--- src/rtl/if_stage_pkg.sv ---
// if_stage_pkg
// Shared constants, FSM state encoding and types for the instruction-fetch
// stage and its skid buffer.
//   INSTR_NOP    : addi x0,x0,0, shown to decode whenever no real instruction
//   RESET_PC_DEF : default first fetch address after reset
//   if_state_e   : fetch FSM states (IDLE, REQ, WAIT, DROP)
//   fetch_entry_t: one fetched instruction together with its PC
package if_stage_pkg;

   localparam logic [31:0] INSTR_NOP    = 32'h0000_0013;
   localparam logic [31:0] RESET_PC_DEF = 32'h0000_0000;

   typedef enum logic [1:0] {
      IF_IDLE = 2'd0,
      IF_REQ  = 2'd1,
      IF_WAIT = 2'd2,
      IF_DROP = 2'd3
   } if_state_e;

   typedef struct packed {
      logic [31:0] pc;
      logic [31:0] instr;
   } fetch_entry_t;

   // Instruction memory is word addressed; the low two address bits are
   // always forced to zero.
   function automatic logic [31:0] word_align(input logic [31:0] addr);
      return {addr[31:2], 2'b00};
   endfunction

endpackage

--- src/rtl/if_skid_buf.sv ---
// if_skid_buf
// One-entry holding buffer for a fetched {pc, instr} pair that arrived while
// the IF/ID register was stalled.
// Ports:
//   clk, rst_n : clock and synchronous active-low reset (buffer empties)
//   clear      : drop any held entry (wrong-path squash); wins over wr/rd
//   wr, wr_data: capture an entry
//   rd         : release the held entry (consumer has taken rd_data)
//   full       : an entry is held
//   rd_data    : the held entry
module if_skid_buf
   import if_stage_pkg::*;
(
   input  logic         clk,
   input  logic         rst_n,
   input  logic         clear,
   input  logic         wr,
   input  fetch_entry_t wr_data,
   input  logic         rd,
   output logic         full,
   output fetch_entry_t rd_data
);

   logic         full_q;
   fetch_entry_t data_q;

   always_ff @(posedge clk) begin
      if (!rst_n) begin
         full_q <= 1'b0;
      end else if (clear) begin
         full_q <= 1'b0;
      end else if (wr) begin
         full_q <= 1'b1;
      end else if (rd) begin
         full_q <= 1'b0;
      end
   end

   // Payload needs no reset: it is only looked at while full_q is set.
   always_ff @(posedge clk) begin
      if (wr) begin
         data_q <= wr_data;
      end
   end

   assign full    = full_q;
   assign rd_data = data_q;

endmodule

--- src/rtl/if_stage.sv ---
// if_stage
// Instruction-fetch stage. Owns the PC, issues single-outstanding requests to
// instruction memory (req/gnt/rvalid), and drives the IF/ID register consumed
// by decode. Decode stalls are absorbed by a one-entry skid buffer; redirects
// from execute reload the PC and squash every wrong-path instruction.
// Ports:
//   clk, rst_n     : clock, synchronous active-low reset
//   imem_req_o     : fetch request
//   imem_addr_o    : word-aligned fetch address
//   imem_gnt_i     : memory accepted the request this cycle
//   imem_rvalid_i  : response valid (at least one cycle after gnt)
//   imem_rdata_i   : instruction word
//   redirect_i     : taken branch / jump from execute
//   redirect_pc_i  : redirect target (bits [1:0] ignored)
//   stall_i        : decode cannot accept; hold IF/ID
//   instr_o, pc_o  : instruction to decode and its address
//   valid_o        : instr_o/pc_o hold a real instruction
module if_stage
   import if_stage_pkg::*;
#(
   parameter logic [31:0] RESET_PC  = RESET_PC_DEF,
   parameter logic [31:0] NOP_INSTR = INSTR_NOP
) (
   input  logic        clk,
   input  logic        rst_n,
   output logic        imem_req_o,
   output logic [31:0] imem_addr_o,
   input  logic        imem_gnt_i,
   input  logic        imem_rvalid_i,
   input  logic [31:0] imem_rdata_i,
   input  logic        redirect_i,
   input  logic [31:0] redirect_pc_i,
   input  logic        stall_i,
   output logic [31:0] instr_o,
   output logic [31:0] pc_o,
   output logic        valid_o
);

   if_state_e    state_q, state_d;
   logic [31:0]  pc_q, pc_d;
   logic [31:0]  fetch_pc_q, fetch_pc_d;
   logic         valid_q, valid_d;
   logic [31:0]  instr_q, instr_d;
   logic [31:0]  pc_out_q, pc_out_d;

   logic         skid_full;
   logic         skid_wr;
   logic         skid_rd;
   fetch_entry_t skid_data;
   fetch_entry_t rsp_entry;

   logic         gnt_fire;
   logic         rsp_fire;
   logic         ifid_free;

   // No new request while the skid buffer holds an entry: with a single
   // outstanding fetch this guarantees a response never finds both the
   // IF/ID register and the skid buffer occupied.
   assign imem_req_o  = (state_q == IF_REQ) && !skid_full;
   assign imem_addr_o = word_align(pc_q);

   assign gnt_fire  = imem_req_o && imem_gnt_i;
   // Response that belongs to the current path (WAIT only; DROP discards,
   // and a same-cycle redirect squashes the data).
   assign rsp_fire  = (state_q == IF_WAIT) && imem_rvalid_i && !redirect_i;
   assign ifid_free = !valid_q || !stall_i;
   assign rsp_entry = {fetch_pc_q, imem_rdata_i};

   assign skid_wr = rsp_fire && !ifid_free;
   assign skid_rd = skid_full && ifid_free && !redirect_i;

   if_skid_buf u_skid (
      .clk     (clk),
      .rst_n   (rst_n),
      .clear   (redirect_i),
      .wr      (skid_wr),
      .wr_data (rsp_entry),
      .rd      (skid_rd),
      .full    (skid_full),
      .rd_data (skid_data)
   );

   // Fetch FSM and PC.
   always_comb begin
      state_d    = state_q;
      pc_d       = pc_q;
      fetch_pc_d = fetch_pc_q;
      case (state_q)
         IF_IDLE: begin
            state_d = IF_REQ;
         end
         IF_REQ: begin
            if (gnt_fire) begin
               fetch_pc_d = pc_q;
               pc_d       = pc_q + 32'd4;
               // A redirect in the grant cycle leaves a wrong-path fetch in
               // flight; its response must be thrown away.
               state_d    = redirect_i ? IF_DROP : IF_WAIT;
            end
         end
         IF_WAIT: begin
            if (imem_rvalid_i) begin
               state_d = IF_REQ;
            end else if (redirect_i) begin
               state_d = IF_DROP;
            end
         end
         IF_DROP: begin
            if (imem_rvalid_i) begin
               state_d = IF_REQ;
            end
         end
         default: begin
            state_d = IF_IDLE;
         end
      endcase
      // Redirect target overrides any increment from a same-cycle grant.
      if (redirect_i) begin
         pc_d = word_align(redirect_pc_i);
      end
   end

   // IF/ID register: redirect > stall hold > skid buffer > response > bubble.
   always_comb begin
      valid_d  = valid_q;
      instr_d  = instr_q;
      pc_out_d = pc_out_q;
      if (redirect_i) begin
         valid_d = 1'b0;
         instr_d = NOP_INSTR;
      end else if (valid_q && stall_i) begin
         valid_d  = valid_q;
      end else if (skid_full) begin
         valid_d  = 1'b1;
         instr_d  = skid_data.instr;
         pc_out_d = skid_data.pc;
      end else if (rsp_fire) begin
         valid_d  = 1'b1;
         instr_d  = imem_rdata_i;
         pc_out_d = fetch_pc_q;
      end else begin
         valid_d = 1'b0;
         instr_d = NOP_INSTR;
      end
   end

   always_ff @(posedge clk) begin
      if (!rst_n) begin
         state_q    <= IF_IDLE;
         pc_q       <= RESET_PC;
         fetch_pc_q <= RESET_PC;
         valid_q    <= 1'b0;
         instr_q    <= NOP_INSTR;
         pc_out_q   <= 32'h0000_0000;
      end else begin
         state_q    <= state_d;
         pc_q       <= pc_d;
         fetch_pc_q <= fetch_pc_d;
         valid_q    <= valid_d;
         instr_q    <= instr_d;
         pc_out_q   <= pc_out_d;
      end
   end

   assign valid_o = valid_q;
   assign instr_o = instr_q;
   assign pc_o    = pc_out_q;

endmodule

--- config.mk ---
export PLATFORM = sky130hd
export DESIGN_NAME = if_stage
export DESIGN_NICKNAME = d
export VERILOG_FILES = /design/src/rtl/if_stage_pkg.sv /design/src/rtl/if_skid_buf.sv /design/src/rtl/if_stage.sv
export SDC_FILE = /design/constraint.sdc
export NUM_CORES = 1
export LEC_CHECK = 0
export BUFFER_PORTS_ARGS = -buffer_cell sky130_fd_sc_hd__buf_2
export CELL_PAD_IN_SITES_DETAIL_PLACEMENT = 0
export CELL_PAD_IN_SITES_GLOBAL_PLACEMENT = 1
export CORE_MARGIN = 2
export CORE_UTILIZATION = 42
export CTS_CLUSTER_SIZE = 25
export DETAILED_ROUTE_END_ITERATION = 8
export HOLD_SLACK_MARGIN = 0.03
export PLACE_DENSITY = 0.85
export SYNTH_ARGS = -nofsm -noshare
export SYNTH_HDL_FRONTEND = slang
export SYNTH_SLANG_ARGS = --single-unit
--- constraint.sdc ---
create_clock -name clk -period 4.1 [get_ports clk]
set_input_delay 0.205 -clock clk [delete_from_list [all_inputs] [get_ports clk]]
set_output_delay 0.205 -clock clk [all_outputs]
set_load 0.02 [all_outputs]
* Word level (Yosys, flattened, before mapping)
Index checks and enable logic that the tools add are counted.
** Storage, ports and cells
- Output and inout port bits :: 98
- Register bits after elaboration :: 196
- Logic and storage cells :: 61
** Operators by class
- Bitwise gates (word level) :: 3
- Add/subtract/negate cells :: 1
- Multiplexer cells :: 17
- Eq/ne operators :: 6
- Reductions and logical operators :: 24
** Operators by type and width (count)
- 2-to-1 mux 32 bit :: 7
- adder 32 x 3 -> 32 bit, second input constant :: 1
- logical AND 1 bit :: 8
- 2-to-1 mux 2 bit :: 4
- one-hot mux 2 bit (4 select lines) :: 1
- nonzero test 2 bit :: 4
- AND reduction 3 bit :: 2
- logical NOT 1 bit :: 5
- 2-to-1 mux 1 bit :: 5
- == test 2 bit, second input constant :: 2
- inequality test 2 bit, second input constant :: 2
- AND reduction 2 bit :: 2
- inequality test 3 bit, second input constant :: 1
- NOT 1 bit :: 3
- == test 2 x 1 -> 1 bit, second input constant :: 1
- logical NOT 2 bit :: 1
- OR reduction 2 bit :: 1
- logical OR 1 bit :: 1

* Logic depth before layout (Yosys ltp)
Gate-level depths: netlist of run 1.
- Depth in word-level cells :: 6
- Gate-level depth with buffers :: 8

* Hierarchy
Synthesis of run 1 repeated with hierarchy kept, for this count alone.
** Second synthesis, totals
- Cells, all modules :: 743
- Area total of the unflattened synthesis :: 7684.9 µm²
** By module, submodules not included
- if_stage :: seq. area each 2542.4 µm², area each 5723.0 µm², cells an instance 675, instances 1
- if_skid_buf :: seq. area each 1941.9 µm², area each 1961.9 µm², cells an instance 68, instances 1

* Worst setup path before layout of run 1
OpenSTA, ideal clock, no wires.
- Kind :: register to register
- From :: register valid_q (netlist: valid_o)
- To :: register u_skid.data_q, in the netlist u_skid.rd_data[0], enable pin
- Stages on the path, launching flop included :: 4
- Setup time :: 0.482 ns
- Slack :: 0.197 ns
- Arrival time :: 3.421 ns
- Data required time :: 3.618 ns
- Cell sequence :: dfxtp_1 -> nand2_1 -> clkbuf_1 -> nor2_1
** On the way
- Cells in the longest elaborated chain, start to end :: 4
** RTL lines
- from (decl) :: line if_stage.sv:42 : logic valid_q, valid_d;
- from (signal assigned) :: line if_stage.sv:159 : valid_q <= valid_d;
- logical NOT 1 bit :: line if_stage.sv:66 : assign ifid_free = !valid_q || !stall_i;
- logical OR 1 bit :: line if_stage.sv:66
- logical NOT 1 bit :: line if_stage.sv:69 : assign skid_wr = rsp_fire && !ifid_free;
- logical AND 1 bit :: line if_stage.sv:69
- net skid_wr :: line if_stage.sv:47 : logic skid_wr;
- to (signal assigned) :: line if_skid_buf.sv:42 : data_q <= wr_data;
- to (decl) :: line if_skid_buf.sv:25 : fetch_entry_t data_q;
The timed path passes the listed nets, and every way through them passes these cells.
A chain may end at the register's enable or synchronous reset.

* Final worst setup path of run 1
- From :: register state_q[1]
- To :: register pc_q[29]
** On the way
- Cells in the longest elaborated chain, start to end :: 5
- Elaborated cells on any way between the ends :: 6
** RTL lines
- from (decl) :: line if_stage.sv:39 : if_state_e state_q, state_d;
- from (signal assigned) :: line if_stage.sv:156 : state_q <= state_d;
- == test 2 x 1 -> 1 bit (*) :: line if_stage.sv:59, if_stage.sv:88
- logical AND 1 bit :: line if_stage.sv:59 : assign imem_req_o = (state_q == IF_REQ) && !skid_full;
- logical AND 1 bit :: line if_stage.sv:62 : assign gnt_fire = imem_req_o && imem_gnt_i;
- nonzero test 2 bit (no line)
- AND reduction 2 bit (no line) (*)
- to (signal assigned) :: line if_stage.sv:157 : pc_q <= pc_d;
- to (decl) :: line if_stage.sv:40 : logic [31:0] pc_q, pc_d;
Every way passes the cells marked *; elsewhere a longest branch is shown, timed or not.

==> results.json, run 1 <==
{
  "dr_total_vias": 5922,
  "pin_slew_with_the_least_headroom_to_its_limit_ps": 793.6,
  "power_per_cell_area_nw_per_um2": 440.2,
  "max_slew_vio_count": 0,
  "cellInternalPower_w": 0.003092,
  "detail_route.wl_per_cell_microns": 16.27,
  "worstHoldEndpoint": "pc_q[15]",
  "ctsRootBufferMaster": "sky130_fd_sc_hd__clkbuf_16",
  "cts_tree": "yes",
  "grt_pass1_vias": 5743,
  "cts_inserted_buffers": 17,
  "worst_rel_slew_slack_pct": 46.61,
  "synth.top_cells.by_area": "sky130_fd_sc_hd__dfxtp_1 34%, sky130_fd_sc_hd__edfxtp_1 25%, sky130_fd_sc_hd__nand2_1 5.5%",
  "final.setup_skew_ps": 15.06,
  "largest_delay_share_family_worst_path": "simple AND/OR/NAND/NOR gates",
  "worst_setup_path_category": "flop to flop",
  "mostFrequentLayoutCell": "sky130_fd_sc_hd__buf_2",
  "critical_path_at_ps": 2820,
  "grt_start_max_net_pins": 66,
  "via_density_per_instance": 5.245,
  "layout.area.seq_sq_um": 4388,
  "crit-reg2reg-launch": "state_q[1]",
  "depth_of_the_worst_register_to_register_path": 7,
  "initial_utilization_pct": 43.19,
  "wl_mm": 18.37,
  "critical_path.max_stage_delay_ps": 500,
  "final_critical_path_share_of_the_clock_period_pct": 60.09,
  "detail_route.iter0.violations": 337,
  "timing.critical_path.cells": "inv_1, ha_1, nand3b_4, nor4_4, nand4_1, or3_1, a31oi_1",
  "drt_drc_violations_left": 0,
  "place.detailed.hpwl_mm": 11.87,
  "synth.yosys.seq_area_share_pct": 58.28,
  "syn_avg_cell_area_sq_um": 10.67,
  "critical_path_buf_inv_count": 1,
  "grt_overflow_total": 0,
  "fin_total_pwr_w": 0.004199,
  "initial_antenna_violation_count": 1,
  "fin_nets": 963,
  "post-cts-setup-buffer-count": 0,
  "cp-end-kind": "flop",
  "yosysUniqueCellTypes": 38,
  "gpl.final_weighted_congestion": 0.7664,
  "max_clock_freq_mhz": 405.9,
  "multiInputGateArea_sq_um": 2898,
  "gr-usage-all-layers_pct": 19.80,
  "share_comb_of_total_power_pct": 11.4,
  "synth-edff-count": 62,
  "synthFlopType": "sky130_fd_sc_hd__dfxtp_1",
  "run_status": "completed",
  "netlist_area_sq_um": 7522,
  "hold_slack_ps": 52.61,
  "reg2reg_setup_slack_ps": 1640,
  "drive_gt1_share_pct": 23.61,
  "finalWorstPathRequiredPeriod_ps": 2464,
  "power.sequential.fraction_pct": 49.0,
  "report.final.hold_viol_count": 0,
  "drt_pass1_iterations": 5,
  "total_leakage_power_nw": 4.149,
  "syn-instance-count": 705,
  "clkSlewWorstSetupHoldPaths_ps": 70,
  "critical_path.startpoint_type": "flop",
  "p_clk_share_pct": 39.6,
  "hold_class": "primary input to flop",
  "ctsHtreeMaxLevel": 4,
  "drt.antenna.violating_nets": 0,
  "setup_repair_after_global_routing_missed_its_margin": "no",
  "yosys.area.top_type_share_pct": 33.53,
  "number_of_synthesized_register_bits": 188,
  "worst_path_max_delay_cell": "sky130_fd_sc_hd__nor4_4",
  "io_pins": 168,
  "min_delay_path_depth": 3,
  "maxCapViolations": 0,
  "report.final.setup_viol": 0,
  "synth_warnings": 0,
  "sw_frac_of_total_pct": 26.36,
  "clk_latency_ps": 430,
  "die-height_microns": 137.8,
  "core.rowCount": 48,
  "hold_start": "redirect_pc_i[15]",
  "die_w_microns": 137.8,
  "clk_buf_depth": 2,
  "crit_required_ps": 4460,
  "design.die.area_sq_um": 19000,
  "area_growth_synth_to_finish_pct": 26.80,
  "clock_sink_count": 188,
  "synth_async_sr_flop_share_pct": 0,
  "switching_power_w": 0.001107,
  "n_fill_cell": 1560,
  "setup_tns_ps": 0,
  "yosysTopAreaCell": "sky130_fd_sc_hd__dfxtp_1",
  "regToRegEndpoint": "pc_q[29]",
  "layout_common_cells": "161 x sky130_fd_sc_hd__buf_2, 125 x sky130_fd_sc_hd__dfxtp_1, 111 x sky130_fd_sc_hd__nand2_1",
  "wire_length_of_the_first_global_routing_pass_mm": 29.15,
  "place.port_buffers": 161,
  "max-vdd-ir-drop_v": 0.0003169,
  "cp_max_fo": 37,
  "core_region_area_sq_um": 17420
}
[per-stage QoR]
stage	instance area [sq um]	std cells	worst slack [ps]	util (%)
after global placement	8512	1053	1513	48.87
after detailed placement	8512	1053	1472	48.87
final	9538	1129	1636	54.76
after CTS	9533	1127	1628	54.73
after floorplan	7533	708	197.0	-
after global routing	9533	1127	1456	54.73
[sequential cells by signal, summed over array words and instances, names as in the netlist]
register / cells
pc_q: 30
fetch_pc_q: 30
pc_o: 30
instr_o: 32
u_skid.full: 1
valid_o: 1
state_q: 2
u_skid.rd_data: 62
[repair_timing]
| item | in CTS | in global routing |
|---|---|---|
| hold buffers | 42 | 0 |
| gates resized for setup | 0 | 0 |
| hold endpoints to repair | 42 | 0 |
[synthesized netlist by cell type, types with 10 or more instances]
library cell                 n
sky130_fd_sc_hd__a21boi_0   31
sky130_fd_sc_hd__a21oi_1    21
sky130_fd_sc_hd__a221oi_1   32
sky130_fd_sc_hd__clkbuf_1   44
sky130_fd_sc_hd__dfxtp_1   126
sky130_fd_sc_hd__edfxtp_1   62
sky130_fd_sc_hd__inv_1      13
sky130_fd_sc_hd__mux2i_1    31
sky130_fd_sc_hd__nand2_1   111
sky130_fd_sc_hd__nand3_1    10
sky130_fd_sc_hd__nand4_1    16
sky130_fd_sc_hd__nor2_1     39
sky130_fd_sc_hd__nor3_1     33
sky130_fd_sc_hd__o211a_1    39
sky130_fd_sc_hd__o21ai_0    23
sky130_fd_sc_hd__xor2_1     18
[how the worst max path moves through the flow]
stage	start	end	cells past startpoint
6_report	state_q[1]	pc_q[29]	7
5_1_grt	state_q[1]	pc_q[29]	7
4_1_cts	state_q[1]	pc_q[29]	7
3_5_place_dp	redirect_i	u_skid.rd_data[45]	6
3_3_place_gp	redirect_i	u_skid.rd_data[43]	6
2_1_floorplan	valid_o	u_skid.rd_data[0]	3
[metal layers]
metal / track usage [%] / vias to the layer above / wire [microns]
met5: 0 / - / 0
met4: 6.519 / 0 / 134
met2: 32.39 / 180 / 8592
met3: 4.930 / 10 / 1327
met1: 25.74 / 2816 / 8319
li1: - / 2916 / -
[logic make-up after synthesis]
group	synth area share (%)
AO/OA/AOI/OAI	15.74
XOR/XNOR	3.144
adder cells (fa/ha/maj)	0.6654
buffers and inverters	3.543
flip-flops	58.28
multiplexers	4.125
other	0.04985
AND/OR/NAND/NOR	14.45
[final cells by class]
type | instances | area share (%)
timing repair buffer | 215 | 13.80
clock buffer | 17 | 4.460
multi-input combinational | 454 | 30.38
sequential | 188 | 46.01
antenna | 2 | 0.05247
clock inverter | 15 | 1.837
tap | 225 | 2.952
inverter | 13 | 0.5116
[power by group through the flow]
| stage | Clock [W] | Combinational [W] | Sequential, W |
|---|---|---|---|
| 4_1_cts | 0.00171 | 0.000481 | 0.00206 |
| 3_3_place_gp | 0 | 0.000445 | 0.00210 |
| 6_report | 0.00166 | 0.000477 | 0.00206 |
| 3_5_place_dp | 0 | 0.000448 | 0.00210 |
| 5_1_grt | 0.00179 | 0.000530 | 0.00207 |
| 2_1_floorplan | 0 | 0.000251 | 0.00213 |
[worst reg2reg max path: cells and delay by family (launching register included)]
kind / cells / cell delay [ps]
buffers and inverters: 1 / 60
adder cells (fa/ha/maj): 1 / 320
AO/OA/AOI/OAI: 1 / 150
AND/OR/NAND/NOR: 4 / 1510
flip-flops: 1 / 340
No activity file was read; power rests on OpenSTA's default activity.
==> run 2: changes to the inputs <==
--- a/config.mk
+++ b/config.mk
@@ -9,11 +9,11 @@
 export CELL_PAD_IN_SITES_DETAIL_PLACEMENT = 0
 export CELL_PAD_IN_SITES_GLOBAL_PLACEMENT = 1
 export CORE_MARGIN = 2
-export CORE_UTILIZATION = 42
+export CORE_UTILIZATION = 38
 export CTS_CLUSTER_SIZE = 25
 export DETAILED_ROUTE_END_ITERATION = 8
 export HOLD_SLACK_MARGIN = 0.03
-export PLACE_DENSITY = 0.85
+export PLACE_DENSITY = 0.81
 export SYNTH_ARGS = -nofsm -noshare
 export SYNTH_HDL_FRONTEND = slang
 export SYNTH_SLANG_ARGS = --single-unit
==> constraint.sdc (replaced) <==
create_clock -name clk -period 2.15 [get_ports clk]
set_input_delay 0.1075 -clock clk [delete_from_list [all_inputs] [get_ports clk]]
set_output_delay 0.1075 -clock clk [all_outputs]
set_load 0.02 [all_outputs]
==> results.json, run 2 (synthesis results as in run 1) <==
{
  "die_w_microns": 144.7,
  "cp-end-kind": "flop",
  "detail_route.iter0.violations": 289,
  "post-cts-setup-buffer-count": 0,
  "initial_antenna_violation_count": 2,
  "met2_length_mm": 7.767,
  "layout_common_cells": "161 x sky130_fd_sc_hd__buf_2, 125 x sky130_fd_sc_hd__dfxtp_1, 111 x sky130_fd_sc_hd__nand2_1",
  "design.die.area_sq_um": 20940,
  "place.port_buffers": 161,
  "critical_path.startpoint_type": "flop",
  "final.setup_skew_ps": 7.606,
  "cts_inserted_buffers": 17,
  "die-height_microns": 144.7,
  "initial_utilization_pct": 38.65,
  "clk_buf_depth": 2,
  "total_leakage_power_nw": 4.351,
  "highest-signal-layer": "met4",
  "cts_tree": "yes",
  "n_fill_cell": 1816,
  "max_clock_freq_mhz": 502.5,
  "layout.cell_area.non_filler_sq_um": 9968,
  "grt_overflow_total": 0,
  "wl_mm": 17.96,
  "core.rowCount": 51,
  "io_pins": 168,
  "clk_latency_ps": 430,
  "clock_sink_count": 188,
  "power_per_cell_area_nw_per_um2": 807.8,
  "detail_route.wl_per_cell_microns": 14.92,
  "ctsRootBufferMaster": "sky130_fd_sc_hd__clkbuf_16",
  "grt_start_max_net_pins": 93,
  "critical_path_at_ps": 2290,
  "gpl.final_weighted_congestion": 0.7825,
  "max-vdd-ir-drop_v": 0.0005466,
  "final_critical_path_share_of_the_clock_period_pct": 92.56,
  "fin_nets": 999,
  "drt_pass1_iterations": 5,
  "max_slew_vio_count": 0,
  "drt.antenna.violating_nets": 0,
  "ctsHtreeMaxLevel": 4,
  "report.final.hold_viol_count": 0,
  "setup_tns_ps": 0,
  "drt_drc_violations_left": 0,
  "dr_total_vias": 5991,
  "finalWorstPathRequiredPeriod_ps": 1990,
  "drive_gt1_share_pct": 24.63,
  "report.final.setup_viol": 0,
  "via_density_per_instance": 4.976,
  "mostFrequentLayoutCell": "sky130_fd_sc_hd__buf_2",
  "met3_wirelength_from_detailed_routing_mm": 1.141,
  "max_ffs_per_register": 62,
  "place_area_sq_um": 8750,
  "setup_repair_after_global_routing_missed_its_margin": "no",
  "routedLengthMet1_mm": 8.759,
  "crit_required_ps": 2450,
  "place.detailed.hpwl_mm": 12.05,
  "worst_setup_path_category": "flop to flop",
  "maxCapViolations": 0,
  "gr-usage-all-layers_pct": 17.48,
  "run_status": "completed",
  "wire_length_of_the_first_global_routing_pass_mm": 28.66,
  "core_region_area_sq_um": 19460,
  "cp_max_fo": 35,
  "hold_class": "primary input to flop",
  "clkSlewWorstSetupHoldPaths_ps": 70,
  "grt_pass1_vias": 5604,
  "area_growth_synth_to_finish_pct": 32.52
}
## run 2: cell count changes in the layout (fill, tap and decap cells not counted), moves of 2 or more
cell | previous run | this run
sky130_fd_sc_hd__dlygate4sd3_1 | 42 | 61
sky130_fd_sc_hd__buf_4 | 12 | 24
sky130_fd_sc_hd__inv_8 | 2 | 6
sky130_fd_sc_hd__inv_6 | 6 | 2
sky130_fd_sc_hd__clkinvlp_4 | 3 | 1
sky130_fd_sc_hd__buf_12 | 0 | 5
## run 2: what timing repair did
action	in CTS	in global routing
gates resized for setup	0	3
endpoints found under the setup margin	0	12
endpoints found under the hold margin	89	0
hold buffers	61	0
## run 2: through the flow
step           hold WS (ps)  util (%)  power (W)  std cells  setup slack (ps)
3_5_place_dp          302.3     44.96   0.004897       1110             84.23
3_3_place_gp          299.8     44.96   0.004885       1110             146.6
2_1_floorplan         206.4         -   0.004543        708             27.37
6_report              59.05     51.22   0.008052       1204             159.9
4_1_cts               64.48     51.15   0.008135       1203             55.88
5_1_grt               73.82     51.22   0.008409       1204             25.35
## run 2: worst paths after layout
| check | from | endpoint | slack [ps] | cells past startpoint |
|---|---|---|---|---|
| worst max-delay path | state_q[1] | state_q[0] | 160 | 8 |
| worst min-delay path | redirect_pc_i[4] | pc_q[4] | 60 | 4 |
| worst min register to register | fetch_pc_q[29] | u_skid.rd_data[61] | 460 | 0 |
| worst max register to register | state_q[1] | state_q[0] | 160 | 8 |
## run 2: final cells by class
type | instances | area (sq um) | area share [%]
sequential | 188 | 4385 | 43.99
multi-input combinational | 454 | 2908 | 29.17
timing repair buffer | 251 | 1697 | 17.02
clock buffer | 17 | 425.4 | 4.268
tap | 265 | 331.6 | 3.326
clock inverter | 15 | 170.2 | 1.707
inverter | 13 | 48.80 | 0.4895
antenna | 1 | 2.502 | 0.02510
## run 2: per-layer routing
metal	up-vias	track usage, %
li1	2992	-
met4	0	5.876
met2	189	26.91
met1	2791	24.32
met3	19	4.080
met5	-	0
## run 2: report_power, final
part / total (W) / switching (W) / internal [W]
sequential: 0.00391 / 0.000118 / 0.00380
combinational: 0.000992 / 0.000578 / 0.000414
clock: 0.00315 / 0.00148 / 0.00166
total: 0.00805 / 0.00218 / 0.00587
## run 2: critical path, cell delays in order (launching register included)
cell	delay (ps)
sky130_fd_sc_hd__dfxtp_1	340
sky130_fd_sc_hd__inv_1	60
sky130_fd_sc_hd__ha_2	270
sky130_fd_sc_hd__nand3b_4	130
sky130_fd_sc_hd__buf_4	270
sky130_fd_sc_hd__nand2_1	100
sky130_fd_sc_hd__o21ai_0	150
sky130_fd_sc_hd__a2111oi_1	440
sky130_fd_sc_hd__a211oi_1	90
